==> src/rtl/memseq_pkg.sv <==
// Shared types and codes for the byte-wide memory port sequencer and its arbiter.
package memseq_pkg;

    localparam int unsigned ADDR_W = 32;
    localparam int unsigned DATA_W = 32;
    localparam int unsigned BYTE_W = 8;

    typedef enum logic [2:0] {
        ST_IDLE,
        ST_READ,
        ST_RTAIL,
        ST_WRITE,
        ST_DONE
    } state_e;

    localparam logic [1:0] SZ_BYTE = 2'b00;
    localparam logic [1:0] SZ_HALF = 2'b01;
    localparam logic [1:0] SZ_WORD = 2'b10;

    localparam logic [1:0] MEMT_NONE  = 2'b00;
    localparam logic [1:0] MEMT_LOAD  = 2'b01;
    localparam logic [1:0] MEMT_STORE = 2'b10;

    // One byte-lane request toward the arbiter.
    typedef struct packed {
        logic [1:0]        mtype;
        logic [ADDR_W-1:0] addr;
        logic [BYTE_W-1:0] wdata;
    } mem_req_t;

    // Index of the final byte for a size code; code 11 behaves as a word.
    function automatic logic [1:0] last_idx(input logic [1:0] size);
        case (size)
            SZ_BYTE: return 2'd0;
            SZ_HALF: return 2'd1;
            default: return 2'd3;
        endcase
    endfunction

endpackage

==> src/rtl/mem_load_extend.sv <==
// Load result extension for byte/half/word loads.
// MEMSEQ_SIGNEXT_EN enables sign extension; otherwise all loads zero-extend.
module mem_load_extend
    import memseq_pkg::*;
(
    input  logic [1:0]        size,
    input  logic              sign,
    input  logic [DATA_W-1:0] raw,
    output logic [DATA_W-1:0] rdata_c
);

`ifdef MEMSEQ_SIGNEXT_EN
    always_comb begin
        case (size)
            SZ_BYTE: rdata_c = {{24{sign & raw[7]}}, raw[7:0]};
            SZ_HALF: rdata_c = {{16{sign & raw[15]}}, raw[15:0]};
            default: rdata_c = raw;
        endcase
    end
`else
    // Sign handling lives downstream in this build.
    logic unused_sign;
    assign unused_sign = sign;

    always_comb begin
        case (size)
            SZ_BYTE: rdata_c = {24'h000000, raw[7:0]};
            SZ_HALF: rdata_c = {16'h0000, raw[15:0]};
            default: rdata_c = raw;
        endcase
    end
`endif

endmodule

==> src/rtl/mem_byte_sequencer.sv <==
// Splits MEM-stage byte/half/word accesses into single-byte RAM accesses and
// reassembles load data. Build option: MEMSEQ_SIGNEXT_EN (see mem_load_extend).
module mem_byte_sequencer
    import memseq_pkg::*;
(
    input  logic              clk,
    input  logic              rst_n,
    input  logic              req_i,
    input  logic              we_i,
    input  logic [1:0]        size_i,
    input  logic              sign_i,
    input  logic [ADDR_W-1:0] addr_i,
    input  logic [DATA_W-1:0] wdata_i,
    output logic [DATA_W-1:0] rdata_o,
    output logic              done_o,
    output logic              busy_o,
    output logic [1:0]        mem_type_o,
    output logic [ADDR_W-1:0] mem_addr_o,
    output logic [BYTE_W-1:0] mem_wdata_o,
    input  logic [BYTE_W-1:0] mem_rdata_i
);

    state_e            state_q, state_d;
    logic [1:0]        idx_q, idx_d;
    logic [1:0]        size_q, size_d;
    logic              we_q, we_d;
    logic              sign_q, sign_d;
    logic [ADDR_W-1:0] base_q, base_d;
    logic [DATA_W-1:0] wdata_q, wdata_d;
    logic [DATA_W-1:0] result_q, result_d;

    mem_req_t          mem_q, mem_d;
    logic              done_d;
    logic [DATA_W-1:0] rdata_d;
    logic [DATA_W-1:0] ext_c;

    mem_load_extend u_ext (
        .size    (size_d),
        .sign    (sign_d),
        .raw     (result_d),
        .rdata_c (ext_c)
    );

    always_ff @(posedge clk) begin
        if (!rst_n) begin
            state_q  <= ST_IDLE;
            idx_q    <= '0;
            size_q   <= '0;
            we_q     <= 1'b0;
            sign_q   <= 1'b0;
            base_q   <= '0;
            wdata_q  <= '0;
            result_q <= '0;
            mem_q    <= '0;
            done_o   <= 1'b0;
            rdata_o  <= '0;
        end else begin
            state_q  <= state_d;
            idx_q    <= idx_d;
            size_q   <= size_d;
            we_q     <= we_d;
            sign_q   <= sign_d;
            base_q   <= base_d;
            wdata_q  <= wdata_d;
            result_q <= result_d;
            mem_q    <= mem_d;
            done_o   <= done_d;
            rdata_o  <= rdata_d;
        end
    end

    // Next-state, byte index and result assembly.
    always_comb begin
        state_d  = state_q;
        idx_d    = idx_q;
        size_d   = size_q;
        we_d     = we_q;
        sign_d   = sign_q;
        base_d   = base_q;
        wdata_d  = wdata_q;
        result_d = result_q;

        case (state_q)
            ST_IDLE: begin
                if (req_i) begin
                    size_d   = size_i;
                    we_d     = we_i;
                    sign_d   = sign_i;
                    base_d   = addr_i;
                    wdata_d  = wdata_i;
                    idx_d    = 2'd0;
                    result_d = '0;
                    state_d  = we_i ? ST_WRITE : ST_READ;
                end
            end
            ST_READ: begin
                // Read data trails its address by one cycle.
                if (idx_q != 2'd0) begin
                    result_d[{idx_q - 2'd1, 3'b000} +: BYTE_W] = mem_rdata_i;
                end
                if (idx_q == last_idx(size_q)) begin
                    state_d = ST_RTAIL;
                end else begin
                    idx_d = idx_q + 2'd1;
                end
            end
            ST_RTAIL: begin
                result_d[{last_idx(size_q), 3'b000} +: BYTE_W] = mem_rdata_i;
                state_d = ST_DONE;
            end
            ST_WRITE: begin
                if (idx_q == last_idx(size_q)) begin
                    state_d = ST_DONE;
                end else begin
                    idx_d = idx_q + 2'd1;
                end
            end
            ST_DONE: begin
                state_d = ST_IDLE;
            end
            default: begin
                state_d = ST_IDLE;
            end
        endcase
    end

    // Outputs are decoded from the next state so they leave flops.
    always_comb begin
        mem_d   = '0;
        done_d  = (state_d == ST_DONE);
        rdata_d = '0;

        case (state_d)
            ST_READ: begin
                mem_d.mtype = MEMT_LOAD;
                mem_d.addr  = base_d + ADDR_W'(idx_d);
            end
            ST_WRITE: begin
                mem_d.mtype = MEMT_STORE;
                mem_d.addr  = base_d + ADDR_W'(idx_d);
                mem_d.wdata = wdata_d[{idx_d, 3'b000} +: BYTE_W];
            end
            default: begin
            end
        endcase

        if ((state_d == ST_DONE) && !we_d) begin
            rdata_d = ext_c;
        end
    end

    // Stall as soon as a request appears, release in the DONE cycle.
    assign busy_o = ((state_q == ST_IDLE) && req_i) ||
                    (state_q == ST_READ) || (state_q == ST_RTAIL) ||
                    (state_q == ST_WRITE);

    assign mem_type_o  = mem_q.mtype;
    assign mem_addr_o  = mem_q.addr;
    assign mem_wdata_o = mem_q.wdata;

endmodule

==> config.mk <==
export PLATFORM = sky130hd
export DESIGN_NAME = mem_byte_sequencer
export DESIGN_NICKNAME = d
export VERILOG_FILES = /design/src/rtl/memseq_pkg.sv /design/src/rtl/mem_load_extend.sv /design/src/rtl/mem_byte_sequencer.sv
export SDC_FILE = /design/constraint.sdc
export NUM_CORES = 1
export LEC_CHECK = 0
export CAP_MARGIN = 20
export CORE_ASPECT_RATIO = 1.4
export CORE_MARGIN = 5
export CORE_UTILIZATION = 50
export CTS_CLUSTER_DIAMETER = 80
export DETAILED_ROUTE_END_ITERATION = 8
export HOLD_SLACK_MARGIN = 0.03
export PLACE_DENSITY = 0.78
export SYNTH_ARGS = -nofsm -noshare
export SYNTH_HDL_FRONTEND = slang
export SYNTH_SLANG_ARGS = --single-unit
==> constraint.sdc <==
create_clock -name clk -period 7.6 [get_ports clk]
set_input_delay 1.52 -clock clk [delete_from_list [all_inputs] [get_ports clk]]
set_output_delay 1.52 -clock clk [all_outputs]
set_load 0.005 [all_outputs]
==> results of run 1 <==
## final timing paths
kind / endpoint / slack [ns] / depth (start not counted)
worst max register to register: mem_addr_o[30] / 2.90 / 12
worst min register to register: wdata_q[31] / 0.46 / 2
worst max-delay path: mem_addr_o[30] / 2.35 / 13
worst min-delay path: wdata_q[31] / 0.46 / 2
## cells by family after synthesis
group	after synthesis
and+or+nand+nor	352
buffers and inverters	67
DFF	179
AOI/OAI and AO/OA	165
adders and majority gates	9
xor gates and xnor gates	16
muxes	43
## per-stage QoR
step                      hold WS [ns]  total power [mW]
after floorplan                  0.439              1.25
after global placement           0.451              1.38
after detailed placement         0.458              1.38
after CTS                        0.465              2.27
after global routing             0.494              2.36
final                            0.465              2.26
## cell usage in the layout (no fill, tap or decap), drive strengths merged, types with 11 or more instances in the layout
cell / synthesis / layout
a21boi: 34 / 34
a21oi: 22 / 22
a22oi: 11 / 11
a32oi: 24 / 24
and2: 13 / 13
and4: 16 / 16
clkbuf: 25 / 17
clkdlybuf4s50: 0 / 152
dfxtp: 179 / 179
inv: 19 / 28
mux2i: 40 / 40
nand2: 104 / 104
nand3: 32 / 32
nand4: 21 / 21
nor2: 57 / 57
nor2b: 66 / 66
o211ai: 18 / 18
## where the power goes
part           internal (mW)  switching, mW  total [mW]
logic                  0.152          0.193       0.344
registers              0.986         0.0333        1.02
clock network          0.455          0.439       0.893
## flip-flops by register name (all words and copies together), names as in the netlist
register     count
base_q          32
done_o           1
idx_q            2
mem_addr_o      32
mem_type_o       2
mem_wdata_o      8
rdata_o         32
result_q        32
size_q           2
state_q          3
wdata_q         32
we_q             1
## critical path, cell delays in order
cell and delay (ns):
clkdlybuf4s50_1 0.52, nor4b_4 0.24, buf_4 0.62, nand2_1 0.11, nand2_1 0.10, ha_1 0.20, inv_1 0.07, fa_1 0.52
nand4b_1 0.22, or4_1 0.48, a222oi_1 0.63, nand3_1 0.16, a21oi_1 0.18
## layer usage
layer	up-vias	GRT usage
met3	37	0.0398
met4	0	0.0850
met2	194	0.366
met1	3084	0.259
li1	3235	-
met5	-	0
## cell type report
| class | count | area [um^2] | share of cell area |
|---|---|---|---|
| Sequential cell | 179 | 3580 | 0.361 |
| Multi-Input combinational cell | 585 | 3820 | 0.385 |
| Clock buffer | 17 | 425 | 0.0429 |
| Clock inverter | 15 | 196 | 0.0198 |
| Inverter | 19 | 71.3 | 0.00719 |
| Antenna cell | 1 | 2.50 | 0.000252 |
| Timing Repair Buffer | 161 | 1590 | 0.160 |
| Tap cell | 192 | 240 | 0.0242 |
==> impl_metrics.tcl, run 1 <==
set metrics [dict create \
    grt_usage 0.212 \
    maxCapViolCount 0 \
    power_density_nw_per_um2 227 \
    top_layer_used "met4" \
    synth_top_family_by_area "simple AND/OR/NAND/NOR gates" \
    seq_area_frac_synth 0.465 \
    root_buffer "clkbuf_16" \
    grt_max_degree 107 \
    critPathMaxFanout 62 \
    wl_met1_mm 7.81 \
    syn-instance-count 831 \
    nets 1051 \
    worstSetupStartpointType "primary input" \
    cp.required_ns 7.95 \
    firstDrtPassIters 5 \
    grt_pass1_wl_mm 31.1 \
    chipHeight_um 157 \
    syn2layout_area_growth_pct 28.8 \
    end_kind "flip-flop" \
    synth.yosys.warnings 0 \
    fin_ws_ns 2.35 \
    place_ws_ns 1.99 \
    start_util 0.512 \
    die_x_um 115 \
    n_fill_cell 1236 \
    arrival_ns 5.59 \
    fmax_mhz 191 \
    synth-compound-area-share 0.160 \
    yosysMostFrequentCell "dfxtp_1" \
    ant_nets 0 \
    fin_cells 1169 \
    slew_headroom 0.410 \
    hold_violations 0 \
    status "finished, final reports clean" \
    ir_drop_mv 0.149 \
    stdcell_area_um2 9920 \
    min_from "wdata_q[31]" \
    dp_hpwl_mm 13.3 \
    syn-num-nets 919 \
    grt_setup_unrepaired "no" \
    setup_violations 0 \
    overflow 0 \
    syn_area_um2 7700 \
    post-route-util 0.659 \
    numCtsBuffers 17 \
    synth.mux.area_fraction 0.0580 \
    period_share 0.690 \
    drcViolationCount 0 \
    io-pin-count 155 \
    cts_tree "built" \
    place_area_um2 9290 \
    dr_wl_met2_mm 9.86 \
    cts_hold_buf 0 \
    finalMaxSlewViolations 0 \
    route.met3.wl_mm 1.02 \
    yosys_register_bits 179 \
    coreArea_um2 15100 \
    drtIter0Drc 402 \
    synth_ff_type "dfxtp_1" \
    synth_simple_gate_area_frac 0.244 \
    synth_edf_count 0 \
    cts_sinks 179 \
    post_cts_buffers 0 \
    synth-adder-area-share 0.0156 \
    clk_pin_slew_ns 0.07 \
    wl_per_cell_um 16.5 \
    place_inst 1135 \
    port_buffers 153 \
    routed_wirelength_mm 19.2 \
    gp_congestion 0.841 \
    hp-class "flip-flop to flip-flop" \
    die_area_um2 18000 \
    placementRows 53 \
    synth_area_leaders "dfxtp_1 (47%), nor2b_1 (5.4%), mux2i_1 (5.1%), nand2_1 (5.1%), a21boi_0 (3.3%)" \
    async_flop_share 0 \
    crit-reg2reg-launch "idx_q[0]" \
    via_per_inst 5.60 \
    final.setup.tns_ns 0 \
    worst_pin_slew_ns 0.886 \
    synth_commonest_cells "dfxtp_1 (179), nand2_1 (104), nor2b_1 (66), nor2_1 (47), mux2i_1 (39)" \
    ys_types 61 \
    synth_top_area_frac 0.465 \
    syn_avg_cell_area_um2 9.27 \
    antenna_found_initial 1 \
    finClkSkew_ns 0.0215 \
    final_layout_size_suffix_gt1_frac 0.0707 \
    cts_max_path_buffers 2 \
    synth-xor-area-share 0.0182 \
    synth_top_cell_by_area "dfxtp_1" \
    cts.htree.levels 4 \
    worstSetupStartpoint "req_i" \
    grt_pass1_vias 6289 \
    path_class "primary input to flip-flop" \
    clk_latency_ns 0.43 \
    vias 6550 \
    leakage_nw 3.52 \
    min_period_ns 5.25 \
    post_cts_resized 0 \
]
Power figures use the tool's default switching activity.
==> run 2: changes to the inputs <==
- clock period: 7.6 -> 5.4 ns (I/O delays scaled with it)
==> impl_metrics.tcl, run 2 (same netlist as run 1, synthesis figures left out) <==
set metrics [dict create \
    cts_tree "built" \
    worst_pin_slew_ns 1.05 \
    cts_max_path_buffers 2 \
    n_fill_cell 1280 \
    cts_sinks 179 \
    overflow 0 \
    root_buffer "clkbuf_16" \
    final_common_cell "dfxtp_1" \
    routed_wirelength_mm 19.1 \
    start_util 0.512 \
    maxCapViolCount 0 \
    switching_share 0.281 \
    hold_violations 0 \
    hp-class "flip-flop to flip-flop" \
    die_x_um 115 \
    pwr-share-comb 0.154 \
    pwr-share-clk 0.391 \
    netSwitchingPower_mw 0.884 \
    critPathCapture "mem_addr_o[30]" \
    p_int_mw 2.26 \
    finClkSkew_ns 0.00957 \
    die_area_um2 18000 \
    grt_pass1_vias 6163 \
    placementRows 53 \
    firstDrtPassIters 5 \
    dp_hpwl_mm 13.2 \
    fin_ws_ns 1.02 \
    wl_per_cell_um 16.3 \
    min_period_ns 4.38 \
    worstSetupStartpointType "primary input" \
    end_kind "flip-flop" \
    stdcell_area_um2 9900 \
    grt_setup_unrepaired "no" \
    coreArea_um2 15100 \
    pwr-share-seq 0.455 \
    path_class "primary input to flip-flop" \
    worstSetupStartpoint "req_i" \
    rr_endpoint "mem_addr_o[30]" \
    post_cts_resized 0 \
    via_per_inst 5.55 \
    arrival_ns 4.69 \
    crit-reg2reg-launch "idx_q[0]" \
    cp.required_ns 5.71 \
    ir_drop_mv 0.192 \
    antenna_found_initial 1 \
    finalMaxSlewViolations 0 \
    nets 1052 \
    clk_pin_slew_ns 0.07 \
    critPathMaxFanout 27 \
    chipHeight_um 157 \
    numCtsBuffers 17 \
    post_cts_buffers 0 \
    syn2layout_area_growth_pct 28.6 \
    io-pin-count 155 \
    gp_congestion 0.854 \
    slew_headroom 0.295 \
    cts_hold_buf 0 \
    place_area_um2 9310 \
    drcViolationCount 0 \
    vias 6496 \
    post-route-util 0.658 \
    rrSetupSlack_ns 1.12 \
    period_share 0.812 \
    port_buffers 153 \
    fmax_mhz 228 \
    final_layout_size_suffix_gt1_frac 0.0706 \
    r2r_cells 11 \
    ant_nets 0 \
    power_density_nw_per_um2 318 \
    status "finished, final reports clean" \
    grt_max_degree 99 \
    drtIter0Drc 336 \
    final_cell_mix "dfxtp_1 (179), clkdlybuf4s50_1 (152), nand2_1 (104), nor2b_1 (66), nor2_1 (47)" \
    clk_latency_ns 0.43 \
    cts.htree.levels 4 \
    grt_pass1_wl_mm 30.5 \
    final.setup.tns_ns 0 \
    place_ws_ns 0.648 \
    setup_violations 0 \
    grt_usage 0.210 \
    leakage_nw 3.51 \
]
==> run 2: cell types whose count changed in the layout (fill, tap and decap cells not counted), sizes merged <==
cell	before	now
clkinv	6	5
clkbuf	17	18
inv	28	27
bufinv	0	1
buf	9	10
==> run 2: critical path: stages <==
cell	delay [ns]
clkdlybuf4s50_1	0.52
nor4b_4	0.30
buf_4	0.39
mux2i_1	0.20
fa_1	0.60
nand4b_1	0.22
or4_1	0.49
a222oi_1	0.60
a21o_1	0.21
a21oi_1	0.05
==> run 2: worst min path at each step <==
stage / from / end / depth (start not counted)
6_report: wdata_q[30] / wdata_q[30] / 2
5_1_grt: wdata_q[30] / wdata_q[30] / 2
4_1_cts: wdata_q[30] / wdata_q[30] / 2
3_5_place_dp: wdata_q[30] / wdata_q[30] / 2
3_3_place_gp: wdata_q[27] / wdata_q[27] / 2
2_1_floorplan: wdata_q[24] / wdata_q[24] / 2
==> run 2: final cells by class <==
class	count	area, um^2	share of cell area
Multi-Input combinational cell	585	3820	0.386
Sequential cell	179	3580	0.362
Timing Repair Buffer	162	1590	0.161
Clock buffer	18	429	0.0433
Tap cell	192	240	0.0243
Clock inverter	14	165	0.0167
Inverter	19	71.3	0.00720
Antenna cell	1	2.50	0.000253
==> run 2: routing by layer <==
metal	GRT usage	routed length (um)	up-vias	share of wire
met1	0.261	8070	3019	0.42
met2	0.353	9430	205	0.49
li1	-	-	3231	-
met5	0	0	-	0
met3	0.0433	1070	41	0.056
met4	0.0839	539	0	0.028
==> run 2: power by group through the flow <==
stage               clock, mW  sequential (mW)  combinational [mW]
global placement            0             1.46               0.476
global route             1.31             1.44               0.530
detailed placement          0             1.46               0.482
floorplan                   0             1.45               0.316
finish                   1.23             1.43               0.484
CTS                      1.25             1.43               0.485
==> run 2: through the flow <==
step / hold WS [ns] / total power, mW / cells
floorplan: 0.439 / 1.76 / 831
global placement: 0.451 / 1.94 / 1137
detailed placement: 0.457 / 1.95 / 1137
CTS: 0.466 / 3.17 / 1169
global route: 0.483 / 3.29 / 1170
finish: 0.464 / 3.15 / 1170
